### src/rtl/mux_arb_nto1.sv
// N-input registered stream mux: explicit-select or round-robin grant feeding one
// output register with valid/ready on both sides and full-throughput reload.

module mux_arb_nto1_lane #(
  parameter int W   = 64,
  parameter int SW  = 2,
  parameter int IDX = 0
) (
  input  logic          arm,
  input  logic          grant_valid,
  input  logic [SW-1:0] g,
  input  logic [W-1:0]  din,
  output logic          rdy,
  output logic [W-1:0]  dout
);
  logic hit;

  assign hit  = grant_valid & (g == SW'(IDX));
  assign rdy  = arm & hit;
  // Masked data lets the top OR-reduce lanes instead of indexing by g.
  assign dout = hit ? din : '0;
endmodule

module mux_arb_nto1 #(
  parameter int N  = 4,
  parameter int W  = 64,
  parameter int SW = $clog2(N)
) (
  input  logic           clk,
  input  logic           reset_n,
  input  logic           mode,
  input  logic [SW-1:0]  sel,
  input  logic [N-1:0]   in_valid,
  input  logic [N*W-1:0] in_data,
  output logic [N-1:0]   in_ready,
  output logic           out_valid,
  output logic [W-1:0]   out_data,
  output logic [SW-1:0]  out_chan,
  input  logic           out_ready
);
  localparam int NP = 1 << SW;

  logic [N-1:0][W-1:0] din_a;
  logic [N-1:0][W-1:0] dmask;
  logic [NP-1:0]       vpad;
  logic [SW-1:0]       rr_ptr;
  logic [SW-1:0]       g_rr, g;
  logic                rr_hit, grant_valid, sel_ok;
  logic                load_en, arm, xfer;
  logic [W-1:0]        mux_d;

  assign din_a   = in_data;
  assign vpad    = NP'(in_valid);
  assign load_en = !out_valid | out_ready;
  // Reset gates readiness so no producer sees a handshake while held in reset.
  assign arm     = reset_n & load_en;
  assign xfer    = arm & grant_valid;

  generate
    if (NP == N) begin : g_sel_full
      assign sel_ok = 1'b1;
    end else begin : g_sel_chk
      assign sel_ok = ({1'b0, sel} < (SW+1)'(N));
    end
  endgenerate

  // Walk from rr_ptr downward in priority so the nearest valid channel wins last.
  always_comb begin
    int idx;
    g_rr   = '0;
    rr_hit = 1'b0;
    idx    = 0;
    for (int k = N - 1; k >= 0; k--) begin
      idx = int'(rr_ptr) + k;
      if (idx >= N) idx = idx - N;
      if (in_valid[idx]) begin
        rr_hit = 1'b1;
        g_rr   = SW'(idx);
      end
    end
  end

  always_comb begin
    g           = sel;
    grant_valid = sel_ok & vpad[sel];
    if (mode) begin
      g           = g_rr;
      grant_valid = rr_hit;
    end
  end

  genvar i;
  generate
    for (i = 0; i < N; i++) begin : g_lane
      mux_arb_nto1_lane #(.W(W), .SW(SW), .IDX(i)) u_lane (
        .arm         (arm),
        .grant_valid (grant_valid),
        .g           (g),
        .din         (din_a[i]),
        .rdy         (in_ready[i]),
        .dout        (dmask[i])
      );
    end
  endgenerate

  always_comb begin
    mux_d = '0;
    for (int k = 0; k < N; k++) mux_d = mux_d | dmask[k];
  end

  always_ff @(posedge clk or negedge reset_n) begin
    if (!reset_n) begin
      out_valid <= 1'b0;
      out_data  <= '0;
      out_chan  <= '0;
      rr_ptr    <= '0;
    end else begin
      if (xfer) begin
        out_valid <= 1'b1;
        out_data  <= mux_d;
        out_chan  <= g;
        if (mode) rr_ptr <= (g == SW'(N - 1)) ? '0 : g + 1'b1;
      end else if (out_ready) begin
        out_valid <= 1'b0;
      end
    end
  end
endmodule

### config.mk
export PLATFORM = sky130hd
export DESIGN_NAME = mux_arb_nto1
export DESIGN_NICKNAME = d
export VERILOG_FILES = /design/src/rtl/mux_arb_nto1.sv
export SDC_FILE = /design/constraint.sdc
export NUM_CORES = 1
export LEC_CHECK = 0
export ABC_AREA = 1
export BUFFER_PORTS_ARGS = -buffer_cell sky130_fd_sc_hd__buf_2
export CORE_UTILIZATION = 35
export DETAILED_ROUTE_END_ITERATION = 7
export SLEW_MARGIN = 20
export SYNTH_ARGS = -nofsm -noshare
export SYNTH_HDL_FRONTEND = slang
export SYNTH_HIERARCHICAL = 1
export SYNTH_SLANG_ARGS = --single-unit
### constraint.sdc
create_clock -name clk -period 5.4 [get_ports clk]
set_clock_uncertainty 0.05 [all_clocks]
set_input_delay 0.27 -clock clk [delete_from_list [all_inputs] [get_ports clk]]
set_output_delay 0.27 -clock clk [all_outputs]
set_load 0.02 [all_outputs]
==> flow_summary.toml <==
[run_status]
status = "completed"

[sta]
final_hold_viol_count = 0
tightestPinTransition_ps = 1030
rsz0062_at_grt = "false"
fin_crit_sh = 0.682
fin_ws_ps = 1710
fin_setup_tns_ps = 0
max_slew_margin = 0.315
post-route-min-period_ps = 3690
final-setup-viol-count = 0
clock.fmax_ghz = 0.271
drv_slew = 0

[logic_synthesis]
syn-num-nets = 1169
synth_cell_types = 28
synthCells = 903
synth_area_per_cell_sq_um = 7.74
synth_warnings = 6
ys_ff_latch = 69
ys_seq_area_frac = 0.247
synth_area_sq_um = 6990

[placed_design]
routabilityCongestion = 0.888
post-place-ws_ps = 1850
dp_hpwl_um = 14700
port_buffers = 336

[route]
drt-initial-drc-count = 185
via_count = 6360
wl_met2_um = 9630
avgViaCountPerCell = 4.27
wl_per_cell_um = 13.0
final_antenna_net_count = 0
drc = 0
dr.max_layer_used = "met4"
drt_first_pass_iters = 4
met3_length_um = 1270
wl_met1_um = 8130
drt_wl_total_um = 19400

[grt]
grt_pass1_vias = 5949
antenna_found_initial = 1
grt_pass1_wl_um = 30000
globalRouteOverflowTotal = 0
grt_max_degree = 136
grt_usage = 0.188

[worst_setup_path]
reg2reg_from = "rr_ptr[0]"
worstPathArrival_ps = 3370
path_class = "reg2out"
reg2reg_depth = 16
slowest_stage = "nand2_4"
crit_end = "in_ready[0]"
r2r_end = "out_data[39]"
endpoint_kind = "output port"
crit_required_ps = 5080
startpoint = "rr_ptr[0]"
cp_common_cell = "nand2_1"
cp-start-kind = "register"
cp_max_fo = 31
reg2reg_slack_ps = 1920
crit_chain = "inv_2, nand2_2, nand3_1, nand2_1, nand3_1, nand2_1, nand2_1, nand3_1, nand2_1, inv_1, nor2_1, nand2_4, buf_4, nor2_1, buf_2"
critical_path.max_stage_delay_ps = 630

[floorplanning]
rows = 51
die_h_um = 143
start_util = 0.358
fp.coreArea_sq_um = 19500
ios = 337
die_area_sq_um = 20500
fp.dieW_um = 143

[clock_tree]
cts_tree = "yes"
post_cts_resize_count = 0
post_cts_buffers = 0
cts_buffer_depth = 2
clk_latency_ps = 330
numCtsBuffers = 9
ctsHtreeMaxLevel = 3
path_clk_slew_ps = 60
clock_tree.root_cell = "clkbuf_16"
holdBufCountCts = 1
cts.sinks = 69

[flow_run]
maxCapViolations = 0

[pwr]
power_mw = 3.68
vdd_drop_max_mv = 0.230
leakage_nw = 5.04
power_density_nw_per_um2 = 413

[finish]
layout-drive-gt1-share = 0.548
layout.nets = 1485
area_growth_pct = 27.2
fill_cells = 2040

[min_path]
hold_class = "in2reg"
==> metal layers <==
layer,track usage,up-vias
met5,0,-
li1,-,3272
met2,0.341,224
met3,0.0387,23
met4,0.0582,0
met1,0.222,2841
==> metrics by stage <==
stage	instance area, sq um	util	std cells	hold WS (ps)
3_5_place_dp	8560	0.439	1471	222
4_1_cts	8870	0.454	1488	34.1
5_1_grt	8900	0.456	1489	55.5
6_report	8900	0.456	1490	55.1
2_1_floorplan	6990	-	903	-75.6
3_3_place_gp	8560	0.439	1471	225
==> synthesized netlist by cell type <==
cell type	count	area [sq um]
buf_2	10	50.1
nand2_1	47	176
nand2_2	48	300
o211ai_1	1	7.51
inv_2	2	7.51
nor2_2	81	507
a31oi_1	1	6.26
o21ai_2	52	455
inv_1	272	1020
o21ai_1	1	5.00
dfrtp_1	69	1730
nor2_4	121	1360
nand3_1	11	55.1
buf_6	5	56.3
nor4_1	64	400
or2_2	1	6.26
o21ai_0	19	95.1
buf_12	11	220
nand2_4	1	11.3
a21oi_1	1	5.00
clkbuf_1	1	3.75
buf_8	15	225
nand3_2	2	20.0
xnor2_1	1	8.76
o21a_1	1	7.51
nand4_1	2	12.5
clkbuf_4	1	7.51
nor2_1	62	233
==> power breakdown <==
group	switching (mW)	internal [mW]
sequential	0.170	0.762
combinational	1.40	0.748
clock	0.227	0.369
==> area by class of cell <==
| cell class | instances | area (sq um) | share of cell area |
|---|---|---|---|
| multi-input combinational | 517 | 3720 | 0.418 |
| inverter | 274 | 1030 | 0.116 |
| clock inverter | 4 | 47.5 | 0.00534 |
| timing repair buffer | 348 | 1800 | 0.202 |
| sequential | 69 | 1730 | 0.194 |
| antenna | 1 | 2.50 | 0.000281 |
| tap | 265 | 332 | 0.0373 |
| clock buffer | 12 | 246 | 0.0277 |
==> cells in the final DEF (no fill, tap or decap), drive strengths merged <==
master | synthesis | layout
nand3 | 13 | 13
clkinvlp | 0 | 1
o211ai | 1 | 1
nor2 | 264 | 264
a31oi | 1 | 1
nand4 | 2 | 2
nor4 | 64 | 64
or2 | 1 | 1
inv | 274 | 274
clkinv | 0 | 2
o21ai | 72 | 72
dlygate4sd3 | 0 | 1
a21oi | 1 | 1
nand2 | 96 | 96
o21a | 1 | 1
bufinv | 0 | 1
xnor2 | 1 | 1
buf | 41 | 347
clkbuf | 2 | 12
diode | 0 | 1
dfrtp | 69 | 69
==> sequential cells by signal (all words and copies together) (netlist names) <==
name and flops:
rr_ptr 2, out_chan 2, out_data 64, out_valid 1
==> how the worst min path moves through the flow <==
stage                          from           end  slack [ps]  cells after the start
after global routing      out_ready     out_valid          60                      2
after global placement      reset_n  out_data[24]         220                      1
after detailed placement    reset_n  out_data[24]         220                      1
final                     out_ready     out_valid          60                      2
after CTS                 out_ready     out_valid          30                      2
after floorplan             reset_n   out_chan[0]         -80                      0
==> critical path: cells and delay by family (launching register included) <==
family	cells	cell delay (ps)
DFF	1	600
and+or+nand+nor	11	1480
buffers and inverters	4	960
==> kinds of logic after synthesis <==
| family | after synthesis | synth area share |
|---|---|---|
| AO/OA/AOI/OAI | 76 | 0.0832 |
| AND/OR/NAND/NOR | 440 | 0.441 |
| flip-flops | 69 | 0.247 |
| XOR/XNOR | 1 | 0.00125 |
| buffers and inverters | 317 | 0.228 |
Power figures use the tool's default switching activity.
